$ cat config.mk
export PLATFORM = sky130hd
export DESIGN_NAME = sub_bus_arbiter
export DESIGN_NICKNAME = d
export VERILOG_FILES = /design/src/rtl/sub_bus_arbiter_pkg.sv /design/src/rtl/sub_bus_arbiter_rr_pick.sv /design/src/rtl/sub_bus_arbiter.sv
export SDC_FILE = /design/constraint.sdc
export NUM_CORES = 1
export LEC_CHECK = 0
export BUFFER_PORTS_ARGS = -buffer_cell sky130_fd_sc_hd__buf_4
export CORE_AREA = 2 2 127 129
export DETAILED_ROUTE_END_ITERATION = 10
export DIE_AREA = 0 0 129 131
export GPL_ROUTABILITY_DRIVEN = 0
export PLACE_DENSITY = 0.82
export SYNTH_ARGS = -nofsm -noshare
export SYNTH_HDL_FRONTEND = slang
export SYNTH_SLANG_ARGS = --single-unit
export TNS_END_PERCENT = 50
$ cat constraint.sdc
create_clock -name sub_clk -period 5.3 [get_ports sub_clk]
set_clock_uncertainty 0.05 [all_clocks]
set_input_delay 0.795 -clock sub_clk [delete_from_list [all_inputs] [get_ports sub_clk]]
set_output_delay 0.795 -clock sub_clk [all_outputs]
set_load 0.01 [all_outputs]
$ cat src/rtl/sub_bus_arbiter_pkg.sv
// ---------------------------------------------------------------------------
// sub_bus_arbiter_pkg
//   Sub-bus widths and field positions shared by the sub-bus arbiter and
//   anything else that drives or decodes sub_bus_in / sub_bus_out.
//
//   sub_bus_in  layout (LSB first):
//     CLK | RESET_L | STARTUP | REQ | RD_WR_L | ADDR[15:0] | DATA[31:0]
//   sub_bus_out layout (LSB first):
//     ACK | RD_DATA[31:0] | IRQ
// ---------------------------------------------------------------------------
package sub_bus_arbiter_pkg;

  localparam int BUS_ADDR_WIDTH = 16;
  localparam int BUS_DATA_WIDTH = 32;

  // Request side field positions
  localparam int BUS_IN_CLK      = 0;
  localparam int BUS_IN_RESET_L  = 1;
  localparam int BUS_IN_STARTUP  = 2;
  localparam int BUS_IN_REQ      = 3;
  localparam int BUS_IN_RD_WR_L  = 4;
  localparam int BUS_IN_ADDR_LSB = 5;
  localparam int BUS_IN_DATA_LSB = BUS_IN_ADDR_LSB + BUS_ADDR_WIDTH;
  localparam int BUS_IN_WIDTH    = BUS_IN_DATA_LSB + BUS_DATA_WIDTH;

  // Response side field positions
  localparam int BUS_OUT_ACK         = 0;
  localparam int BUS_OUT_RD_DATA_LSB = 1;
  localparam int BUS_OUT_IRQ         = BUS_OUT_RD_DATA_LSB + BUS_DATA_WIDTH;
  localparam int BUS_OUT_WIDTH       = BUS_OUT_IRQ + 1;

  // One latched master command: everything the bus needs besides REQ.
  typedef struct packed {
    logic                      rd_wr_l;
    logic [BUS_ADDR_WIDTH-1:0] addr;
    logic [BUS_DATA_WIDTH-1:0] wr_data;
  } bus_cmd_t;

  // Assemble the sub_bus_in vector from its fields.
  function automatic logic [BUS_IN_WIDTH-1:0] bus_in_pack(
    input logic     clk,
    input logic     reset_l,
    input logic     startup,
    input logic     req,
    input bus_cmd_t cmd
  );
    logic [BUS_IN_WIDTH-1:0] v;
    v = '0;
    v[BUS_IN_CLK]                                = clk;
    v[BUS_IN_RESET_L]                            = reset_l;
    v[BUS_IN_STARTUP]                            = startup;
    v[BUS_IN_REQ]                                = req;
    v[BUS_IN_RD_WR_L]                            = cmd.rd_wr_l;
    v[BUS_IN_ADDR_LSB +: BUS_ADDR_WIDTH]         = cmd.addr;
    v[BUS_IN_DATA_LSB +: BUS_DATA_WIDTH]         = cmd.wr_data;
    return v;
  endfunction

endpackage

$ cat src/rtl/sub_bus_arbiter_rr_pick.sv
// ---------------------------------------------------------------------------
// rr_pick
//   Combinational round-robin picker. Scans the request vector starting at
//   the pointer position and wrapping around; the first set bit wins.
//
//   Ports:
//     req    in   N       request vector
//     ptr    in   IDX_W   highest-priority position this round (0..N-1)
//     grant  out  N       one-hot grant (all zero when no request)
//     idx    out  IDX_W   index of the granted bit (0 when no request)
//     any    out  1       at least one request present
// ---------------------------------------------------------------------------
module rr_pick #(
  parameter int N     = 4,
  parameter int IDX_W = 2
) (
  input  logic [N-1:0]     req,
  input  logic [IDX_W-1:0] ptr,
  output logic [N-1:0]     grant,
  output logic [IDX_W-1:0] idx,
  output logic             any
);

  always_comb begin
    int pos;
    pos   = 0;
    grant = '0;
    idx   = '0;
    any   = 1'b0;
    for (int off = 0; off < N; off++) begin
      // ptr never exceeds N-1, so one conditional subtract is a full modulo
      pos = int'(ptr) + off;
      if (pos >= N) pos = pos - N;
      if (!any && req[pos]) begin
        any        = 1'b1;
        grant[pos] = 1'b1;
        idx        = IDX_W'(pos);
      end
    end
  end

endmodule

$ cat src/rtl/sub_bus_arbiter.sv
// ---------------------------------------------------------------------------
// sub_bus_arbiter
//   Shares one sub-bus between NUM_MASTERS local masters. Round-robin grant,
//   a single transaction in flight, and a per-transaction ack timeout that
//   completes the transaction with an error and TIMEOUT_DATA.
//
//   Ports:
//     sub_clk      in   1                            clock for all logic
//     sub_reset_l  in   1                            async active-low reset
//     sub_startup  in   1                            forwarded to sub_bus_in STARTUP
//     m_req        in   NUM_MASTERS                  per-master request level
//     m_rd_wr_l    in   NUM_MASTERS                  per-master 1=read 0=write
//     m_addr       in   NUM_MASTERS*BUS_ADDR_WIDTH   master i at [i*AW +: AW]
//     m_wr_data    in   NUM_MASTERS*BUS_DATA_WIDTH   master i at [i*DW +: DW]
//     m_ack        out  NUM_MASTERS                  one-cycle completion pulse
//     m_err        out  1                            with m_ack: 1 = timed out
//     m_rd_data    out  BUS_DATA_WIDTH               read data, valid with m_ack
//     sub_bus_in   out  BUS_IN_WIDTH                 sub-bus request side
//     sub_bus_out  in   BUS_OUT_WIDTH                sub-bus response side
//     sub_irq      out  1                            sub_bus_out IRQ pass-through
//
//   Transaction timeline (cycle numbers):
//     0 IDLE (pick + latch) | 1 ISSUE (REQ=1) | 2..k WAIT | k+1 DONE (m_ack)
// ---------------------------------------------------------------------------
module sub_bus_arbiter
  import sub_bus_arbiter_pkg::*;
#(
  parameter int                        NUM_MASTERS  = 4,
  parameter int                        TIMEOUT      = 255,
  parameter logic [BUS_DATA_WIDTH-1:0] TIMEOUT_DATA = 32'hDEAD_BEEF
) (
  input  logic                                  sub_clk,
  input  logic                                  sub_reset_l,
  input  logic                                  sub_startup,
  input  logic [NUM_MASTERS-1:0]                m_req,
  input  logic [NUM_MASTERS-1:0]                m_rd_wr_l,
  input  logic [NUM_MASTERS*BUS_ADDR_WIDTH-1:0] m_addr,
  input  logic [NUM_MASTERS*BUS_DATA_WIDTH-1:0] m_wr_data,
  output logic [NUM_MASTERS-1:0]                m_ack,
  output logic                                  m_err,
  output logic [BUS_DATA_WIDTH-1:0]             m_rd_data,
  output logic [BUS_IN_WIDTH-1:0]               sub_bus_in,
  input  logic [BUS_OUT_WIDTH-1:0]              sub_bus_out,
  output logic                                  sub_irq
);

  localparam int IDX_W = (NUM_MASTERS > 1) ? $clog2(NUM_MASTERS) : 1;
  localparam int CNT_W = 16;

  localparam logic [CNT_W-1:0] TMO_LAST = CNT_W'(TIMEOUT - 1);
  localparam logic [IDX_W-1:0] IDX_LAST = IDX_W'(NUM_MASTERS - 1);

  localparam logic [1:0] ST_IDLE  = 2'd0;
  localparam logic [1:0] ST_ISSUE = 2'd1;
  localparam logic [1:0] ST_WAIT  = 2'd2;
  localparam logic [1:0] ST_DONE  = 2'd3;

  logic [1:0]                state;
  logic [IDX_W-1:0]          rr_ptr;
  logic [IDX_W-1:0]          winner_q;
  logic [NUM_MASTERS-1:0]    grant_q;
  bus_cmd_t                  cmd_q;
  logic                      bus_req_q;
  logic [CNT_W-1:0]          tmo_cnt;
  logic [NUM_MASTERS-1:0]    m_ack_q;
  logic                      m_err_q;
  logic [BUS_DATA_WIDTH-1:0] m_rd_data_q;

  logic [NUM_MASTERS-1:0]    pick_grant;
  logic [IDX_W-1:0]          pick_idx;
  logic                      pick_any;
  bus_cmd_t                  sel_cmd;
  logic [IDX_W-1:0]          rr_next;

  logic                      bus_ack;
  logic [BUS_DATA_WIDTH-1:0] bus_rd_data;

  // Response-side field decode
  assign bus_ack     = sub_bus_out[BUS_OUT_ACK];
  assign bus_rd_data = sub_bus_out[BUS_OUT_RD_DATA_LSB +: BUS_DATA_WIDTH];
  assign sub_irq     = sub_bus_out[BUS_OUT_IRQ];

  rr_pick #(
    .N     (NUM_MASTERS),
    .IDX_W (IDX_W)
  ) u_rr_pick (
    .req   (m_req),
    .ptr   (rr_ptr),
    .grant (pick_grant),
    .idx   (pick_idx),
    .any   (pick_any)
  );

  // Only the picked master's command is muxed through; other masters'
  // address and write data never reach the latch or the bus.
  always_comb begin
    sel_cmd = '0;
    for (int i = 0; i < NUM_MASTERS; i++) begin
      if (pick_idx == IDX_W'(i)) begin
        sel_cmd.rd_wr_l = m_rd_wr_l[i];
        sel_cmd.addr    = m_addr[i*BUS_ADDR_WIDTH +: BUS_ADDR_WIDTH];
        sel_cmd.wr_data = m_wr_data[i*BUS_DATA_WIDTH +: BUS_DATA_WIDTH];
      end
    end
  end

  // Priority moves to the master just after the one served
  assign rr_next = (winner_q == IDX_LAST) ? '0 : winner_q + IDX_W'(1);

  always_ff @(posedge sub_clk or negedge sub_reset_l) begin
    if (!sub_reset_l) begin
      state       <= ST_IDLE;
      rr_ptr      <= '0;
      winner_q    <= '0;
      grant_q     <= '0;
      cmd_q       <= '0;
      bus_req_q   <= 1'b0;
      tmo_cnt     <= '0;
      m_ack_q     <= '0;
      m_err_q     <= 1'b0;
      m_rd_data_q <= '0;
    end else begin
      case (state)
        // IDLE: pick a winner and latch its command
        ST_IDLE: begin
          if (pick_any) begin
            cmd_q     <= sel_cmd;
            grant_q   <= pick_grant;
            winner_q  <= pick_idx;
            bus_req_q <= 1'b1;
            state     <= ST_ISSUE;
          end
        end
        // ISSUE: REQ is high for exactly this cycle; acks here are ignored
        ST_ISSUE: begin
          bus_req_q <= 1'b0;
          tmo_cnt   <= '0;
          state     <= ST_WAIT;
        end
        // WAIT: ack is tested before the timeout so an ack on the last
        // counted cycle still completes successfully
        ST_WAIT: begin
          if (bus_ack) begin
            m_ack_q     <= grant_q;
            m_err_q     <= 1'b0;
            m_rd_data_q <= bus_rd_data;
            state       <= ST_DONE;
          end else if (tmo_cnt == TMO_LAST) begin
            m_ack_q     <= grant_q;
            m_err_q     <= 1'b1;
            m_rd_data_q <= TIMEOUT_DATA;
            state       <= ST_DONE;
          end else begin
            tmo_cnt <= tmo_cnt + CNT_W'(1);
          end
        end
        // DONE: m_ack/m_err are visible this cycle; m_rd_data is held
        ST_DONE: begin
          m_ack_q <= '0;
          m_err_q <= 1'b0;
          rr_ptr  <= rr_next;
          state   <= ST_IDLE;
        end
        default: begin
          state <= ST_IDLE;
        end
      endcase
    end
  end

  assign m_ack     = m_ack_q;
  assign m_err     = m_err_q;
  assign m_rd_data = m_rd_data_q;

  // CLK, RESET_L and STARTUP are forwarded combinationally; the rest is registered
  assign sub_bus_in = bus_in_pack(sub_clk, sub_reset_l, sub_startup, bus_req_q, cmd_q);

endmodule

---- After elaboration in Yosys (flattened, before gate mapping) ----
Cells that the tools add are included.
word-level totals
  register bits ........................... 113
  word-level logic and storage cells ...... 128
cells by class
  add/subtract/negate cells ............... 9
  $lt $le $gt $ge ......................... 12
  equality and inequality tests ........... 12
  multiplexer cells ....................... 58
  bitwise gates (word level) .............. 3
  reduce and logical (&&, ||, !) cells .... 22
operators by type and width
  kind                                                                number
  2-to-1 mux 49 bit                                                   4
  2-to-1 mux 32 bit                                                   6
  greater-or-equal comparator 32 x 1 -> 1 bit, second input constant  4
  less-than comparator 32 x 4 -> 1 bit, second input constant         4
  greater-or-equal comparator 32 x 4 -> 1 bit, second input constant  3
  subtractor 32 x 4 -> 32 bit, second input constant                  3
  2-to-1 mux 16 bit                                                   2
  one-hot mux 16 bit (2 select lines)                                 1
  2-to-1 mux 4 bit                                                    6
  2-to-1 mux 1 bit                                                    19
  adder 16 x 1 -> 16 bit, second input constant                       1
  == test 16 x 8 -> 1 bit, second input constant                      1
  2-to-1 mux 2 bit                                                    8
  bitwise OR 4 bit                                                    3
  == test 2 bit, second input constant                                5
  AND reduction 2 bit                                                 5
  binary-select mux 1 bit (select 2 bit)                              4
  demux 1 bit (select 2 bit)                                          4
  one-hot mux 2 bit (4 select lines)                                  1
  one-hot mux 4 bit (2 select lines)                                  1
  nonzero test 2 bit                                                  4
  logical AND 1 bit                                                   7
  adder 2 x 2 -> 3 bit, second input constant                         2
  inequality test 2 bit, second input constant                        3
  10 further kinds                                                    15

---- Logic depth before layout (Yosys ltp) ----
Gate-level depths: netlist of the first run.
  depth in word-level cells ............... 20
  gate-level depth with buffers ........... 14
  depth with buffers taken out ............ 8

---- Modules after synthesis ----
A second synthesis of the first run with hierarchy kept.
second synthesis, totals
  cell total of the unflattened synthesis .. 448
  area, all modules ....................... 6254.7 um^2
by module, submodules not included
  module           times used  cells an instance  area each (um^2)
  sub_bus_arbiter  1           400                5794.3
  rr_pick          1           48                 460.4

==> impl_metrics.env, run 1 <==
export IMPL_status="completed"
export IMPL_netlist_instances=860
export IMPL_vias_per_cell=6.227
export IMPL_yosysMostFrequentCell="nand3_1"
export IMPL_ys_seq_area_share_pct=37.55
export IMPL_synthesis_nets=1113
export IMPL_synth_warnings=0
export IMPL_p_leak_nw=4.729
export IMPL_drive_above_1_share_pct=34.30
export IMPL_cp_max_fo=38
export IMPL_die_x_um=129
export IMPL_drv_slew=0
export IMPL_slew_headroom_pct=19.74
export IMPL_drt_pass1_iterations=5
export IMPL_setup_viol=0
export IMPL_synthFlopType="dfrtp_1"
export IMPL_crit_required_ns=5.69
export IMPL_start_util_pct=48.28
export IMPL_synth_area_um2=7530
export IMPL_met1_usage_pct=40.03
export IMPL_maxCapViolCount=0
export IMPL_hp_class="in -> async"
export IMPL_fin_crit_sh_pct=89.58
export IMPL_r2r_cells=8
export IMPL_place_hpwl_mm=18.76
export IMPL_insertion_delay_ns=0.52
export IMPL_crit_type="reg -> reg"
export IMPL_final_nets=1377
export IMPL_yosys_top_cells_count="nand3_1 (116), dfrtp_1 (113), nor2_1 (77)"
export IMPL_synth_edf_count=0
export IMPL_cts_tree="built"
export IMPL_synthToLayoutAreaGrowth_pct=40.86
export IMPL_grt_max_degree=79
export IMPL_io_pins=328
export IMPL_overflow=0
export IMPL_grt_first_pass_wirelength_mm=41.69
export IMPL_tns_ns=0
export IMPL_tightest_slew_ns=1.198
export IMPL_design_core_area_um2=15600
export IMPL_synth_area_leaders="dfrtp_1 (38%), nand3_1 (7.7%), a2bb2oi_1 (4.8%)"
export IMPL_synth_largest_area_cell="dfrtp_1"
export IMPL_post_cts_resized=0
export IMPL_met3_usage_pct=9.853
export IMPL_dr_total_vias=8431
export IMPL_top_usage_layer="met2"
export IMPL_synth_top_area_share_pct=37.55
export IMPL_post_drt_wl_per_cell_um=20.30
export IMPL_first_iter_violations=765
export IMPL_clk_pin_slew_ns=0.06
export IMPL_hold_buffers=0
export IMPL_cts_setup_buffers=0
export IMPL_wirelength_mm=27.48
export IMPL_drc=0
export IMPL_fin_util_pct=68.00
export IMPL_die_area_um2=16900
export IMPL_fillers=1278
export IMPL_avgSynthCellArea_um2=8.755
export IMPL_ys_types=62
export IMPL_worst_setup_path_end_kind="flip-flop"
export IMPL_crit_arrival_ns=5.14
export IMPL_cp_start_kind="flip-flop"
export IMPL_ir_worst_vdd_uv=367.4
export IMPL_fmax_mhz=210.6
export IMPL_track_usage_pct=31.58
export IMPL_hold_viol=0
export IMPL_min_period_ns=4.748
export IMPL_synthArstFlopShare_pct=100.0
export IMPL_grt_util_met2_pct=49.92
export IMPL_powerDensity_nw_per_um2=666.1
export IMPL_grt_pass1_vias=7858
export IMPL_synth_seq_cells=113
export IMPL_antenna_found_initial=0
export IMPL_fp_dieH_um=131
export IMPL_rsz0062_at_grt="false"
export IMPL_io_buffers=323
export IMPL_rows=46
export IMPL_ant_nets=0
per-stage QoR:
step | hold slack, ns | power [W] | instance area, um^2 | cells | setup WS (ns)
3_3_place_gp | 0.4230 | 0.005644 | 9940 | 1318 | 0.8940
4_1_cts | 0.2525 | 0.007017 | 10600 | 1353 | 0.7032
6_report | 0.2315 | 0.007065 | 10610 | 1354 | 0.5524
5_1_grt | 0.2818 | 0.007524 | 10600 | 1353 | 0.3229
2_1_floorplan | 0.3990 | 0.004365 | 7530 | 860 | 1.686
3_5_place_dp | 0.4327 | 0.005740 | 9940 | 1318 | 0.7498
routing by layer:
metal / part of all wire (%) / wire [um]
met5: 0 / 0
met4: 3.4 / 938
met3: 10 / 2766
met2: 47 / 12930
met1: 39 / 10840
sequential cells by signal, indices dropped and copies added (netlist names):
register	cells
m_ack	4
sub_bus_in	49
rr_ptr	2
bus_req_q	1
m_err	1
m_rd_data	32
tmo_cnt	16
winner_q	2
state	2
grant_q	4
cell usage in the layout (no fill, tap or decap), types with 11 or more instances in the layout:
| cell type | n |
|---|---|
| buf_4 | 335 |
| nand2_1 | 33 |
| clkbuf_16 | 20 |
| o22a_1 | 24 |
| o21ai_0 | 58 |
| nand3_1 | 116 |
| mux2i_1 | 24 |
| a211oi_1 | 14 |
| a21oi_1 | 42 |
| a2bb2oi_1 | 41 |
| ha_1 | 16 |
| o32ai_1 | 37 |
| inv_1 | 11 |
| dfrtp_1 | 112 |
| nor2_1 | 77 |
| o22ai_1 | 37 |
power by group:
group	switching [W]	leakage [nW]	internal (W)
Sequential	0.000298	1.33	0.00126
Clock	0.000453	0.324	0.000823
Combinational	0.00249	3.07	0.00174
Total	0.00324	4.73	0.00383
path summary, 6_finish.rpt:
kind	start	end	slack, ns
setup / recovery	rr_ptr[0]	sub_bus_in[25]	0.55
hold / removal	sub_reset_l	m_rd_data[27]	0.23
setup reg to reg	rr_ptr[0]	sub_bus_in[25]	0.55
hold reg to reg	tmo_cnt[15]	tmo_cnt[15]	0.44
max in group asynchronous	sub_reset_l	rr_ptr[0]	3.55
min in group sub_clk	sub_bus_out[29]	m_rd_data[28]	0.43
area by class of cell:
| type | instances | area (um^2) | share of cell area (%) |
|---|---|---|---|
| timing repair buffer | 334 | 2507 | 23.64 |
| antenna | 1 | 2.502 | 0.02359 |
| multi-input combinational | 643 | 4282 | 40.37 |
| sequential | 113 | 2831 | 26.70 |
| inverter | 11 | 41.29 | 0.3893 |
| clock inverter | 12 | 132.6 | 1.250 |
| tap | 216 | 270.3 | 2.548 |
| clock buffer | 24 | 539.3 | 5.084 |
worst max-delay path, cell delays in order (launching register included):
cell	delay [ns]
dfrtp_4	0.72
inv_1	0.42
ha_1	0.70
mux4_2	0.48
nand2b_2	0.59
a21oi_1	0.28
o21ai_4	0.93
o22ai_1	0.23
a21oi_1	0.22
cell families (layout without fill, tap and decap cells):
kind of cell             count (synthesis)  in the layout  share of synthesized area [%]
adder cells (fa/ha/maj)                 16             16                          2.659
AO/OA/AOI/OAI                          325            325                          31.21
flip-flops                             113            113                          37.55
other                                    0              1                              0
buffers and inverters                  104            381                          6.364
AND/OR/NAND/NOR                        266            266                          16.83
XOR/XNOR                                 6              6                         0.6979
multiplexers                            30             30                          4.686
No activity file was read; power rests on OpenSTA's default activity.
==> run 2: changes to the inputs <==
--- a/config.mk
+++ b/config.mk
@@ -10,5 +10,4 @@
 export DETAILED_ROUTE_END_ITERATION = 10
 export DIE_AREA = 0 0 129 131
-export GPL_ROUTABILITY_DRIVEN = 0
 export PLACE_DENSITY = 0.82
 export SYNTH_ARGS = -nofsm -noshare
==> constraint.sdc (replaced) <==
create_clock -name sub_clk -period 5.3 [get_ports sub_clk]
set_clock_uncertainty 0.05 [all_clocks]
set_input_delay 0.53 -clock sub_clk [delete_from_list [all_inputs] [get_ports sub_clk]]
set_output_delay 0.53 -clock sub_clk [all_outputs]
set_load 0.01 [all_outputs]
==> impl_metrics.env, run 2 (synthesis gave the netlist of run 1 again) <==
export IMPL_dpl_cell_count=1318
export IMPL_maxCapViolCount=0
export IMPL_cp_start_kind="flip-flop"
export IMPL_drv_slew=0
export IMPL_rsz0062_at_grt="false"
export IMPL_min_period_ns=4.312
export IMPL_layoutNonFillerInstCount=1354
export IMPL_setup_viol=0
export IMPL_rows=46
export IMPL_combPwrFrac_pct=59.1
export IMPL_p_leak_nw=4.758
export IMPL_overflow=0
export IMPL_worst_setup_path_end_kind="flip-flop"
export IMPL_power_frac_seq_pct=21.7
export IMPL_design_core_area_um2=15600
export IMPL_final_nets=1378
export IMPL_tightest_slew_ns=1.162
export IMPL_layout_commonest_cell="buf_4"
export IMPL_clk_pin_slew_ns=0.06
export IMPL_powerDensity_nw_per_um2=671.6
export IMPL_hold_viol=0
export IMPL_post_cts_resized=0
export IMPL_final_cell_mix="buf_4 (335), nand3_1 (116), dfrtp_1 (112), nor2_1 (77), o21ai_0 (58)"
export IMPL_start_util_pct=48.28
export IMPL_crit_required_ns=5.70
export IMPL_gp_congestion=0.8895
export IMPL_io_pins=328
export IMPL_tns_ns=0
export IMPL_largest_reg_flops=49
export IMPL_grt_first_pass_wirelength_mm=41.16
export IMPL_cp_max_fo=74
export IMPL_power_net_switching_w=0.003236
export IMPL_slew_headroom_pct=22.17
export IMPL_fillers=1308
export IMPL_dr_total_vias=8455
export IMPL_ir_worst_vdd_uv=329.4
export IMPL_fp_dieH_um=131
export IMPL_status="completed"
export IMPL_p_int_w=0.003924
export IMPL_first_iter_violations=747
export IMPL_fmax_mhz=231.9
export IMPL_ant_nets=0
export IMPL_die_x_um=129
export IMPL_antenna_found_initial=0
export IMPL_cts_tree="built"
export IMPL_vias_per_cell=6.244
export IMPL_synthToLayoutAreaGrowth_pct=41.59
export IMPL_hp_class="in -> reg"
export IMPL_fin_crit_sh_pct=81.36
export IMPL_place_hpwl_mm=18.79
export IMPL_wirelength_mm=27.45
export IMPL_antenna_cells=0
export IMPL_grt_pass1_vias=7910
export IMPL_drc=0
export IMPL_crit_type="reg -> reg"
export IMPL_track_usage_pct=31.36
export IMPL_post_drt_wl_per_cell_um=20.27
export IMPL_rrSetupSlack_ns=0.99
export IMPL_die_area_um2=16900
export IMPL_pwr_share_clk_pct=19.2
export IMPL_grt_max_degree=75
export IMPL_insertion_delay_ns=0.53
export IMPL_crit_arrival_ns=4.71
export IMPL_switching_share_pct=45.19
export IMPL_drive_above_1_share_pct=34.27
export IMPL_fin_util_pct=68.35
export IMPL_io_buffers=323
export IMPL_drt_pass1_iterations=5
run 2: final timing paths:
| kind | start | to | cells after the start |
|---|---|---|---|
| max reg2reg | rr_ptr[0] | sub_bus_in[32] | 6 |
| min | sub_bus_out[20] | m_rd_data[19] | 2 |
| max | rr_ptr[0] | sub_bus_in[32] | 6 |
| min reg2reg | tmo_cnt[15] | tmo_cnt[15] | 1 |
| max in group asynchronous | sub_reset_l | rr_ptr[0] | 3 |
| min in group asynchronous | sub_reset_l | m_rd_data[11] | 2 |
run 2: final cells by class:
cell class              count  area [um^2]  area share, %
multi-input cells         643         4282          40.16
flip-flops and latches    113         2831          26.56
repair buffers            335         2517          23.61
clock buffers              24        539.3          5.058
well taps                 216        270.3          2.535
clock inverters            12        180.2          1.690
inverters                  11        41.29         0.3873
run 2: stage by stage:
stage                     hold WS (ns)  power, W  area [um^2]  worst slack [ns]
final                           0.1564  0.007160        10660            0.9878
after global routing            0.1407  0.007615        10660            0.7239
after CTS                       0.1441  0.007116        10660             1.066
after detailed placement        0.4277  0.005731         9940             1.072
after global placement          0.4187  0.005638         9940             1.195
after floorplan                 0.1844  0.004365         7530             1.951
run 2: critical path, stage by stage (launching register included):
cell and delay [ns]:
dfrtp_4 0.67, buf_4 0.73, mux4_2 0.98, a211oi_2 0.31
o21ai_4 0.98, o22ai_1 0.22, a21oi_1 0.22
run 2: power by group through the flow:
stage / logic [W] / registers (W) / clock network, W
finish: 0.00423 / 0.00155 / 0.00138
global route: 0.00458 / 0.00159 / 0.00144
CTS: 0.00418 / 0.00155 / 0.00139
detailed placement: 0.00416 / 0.00155 / 0.0000155
global placement: 0.00407 / 0.00155 / 0.0000155
floorplan: 0.00272 / 0.00163 / 0.0000155
run 2: repair_timing:
item,in CTS,in global routing
hold endpoints to repair,47,0
buffers inserted,0,0
hold buffers,1,0
run 2: routing by layer:
metal / GRT usage [%] / share of wire [%]
met4: 15.35 / 4.1
met5: 0 / 0.022
met2: 50.76 / 48
met3: 9.406 / 9.9
met1: 38.42 / 38
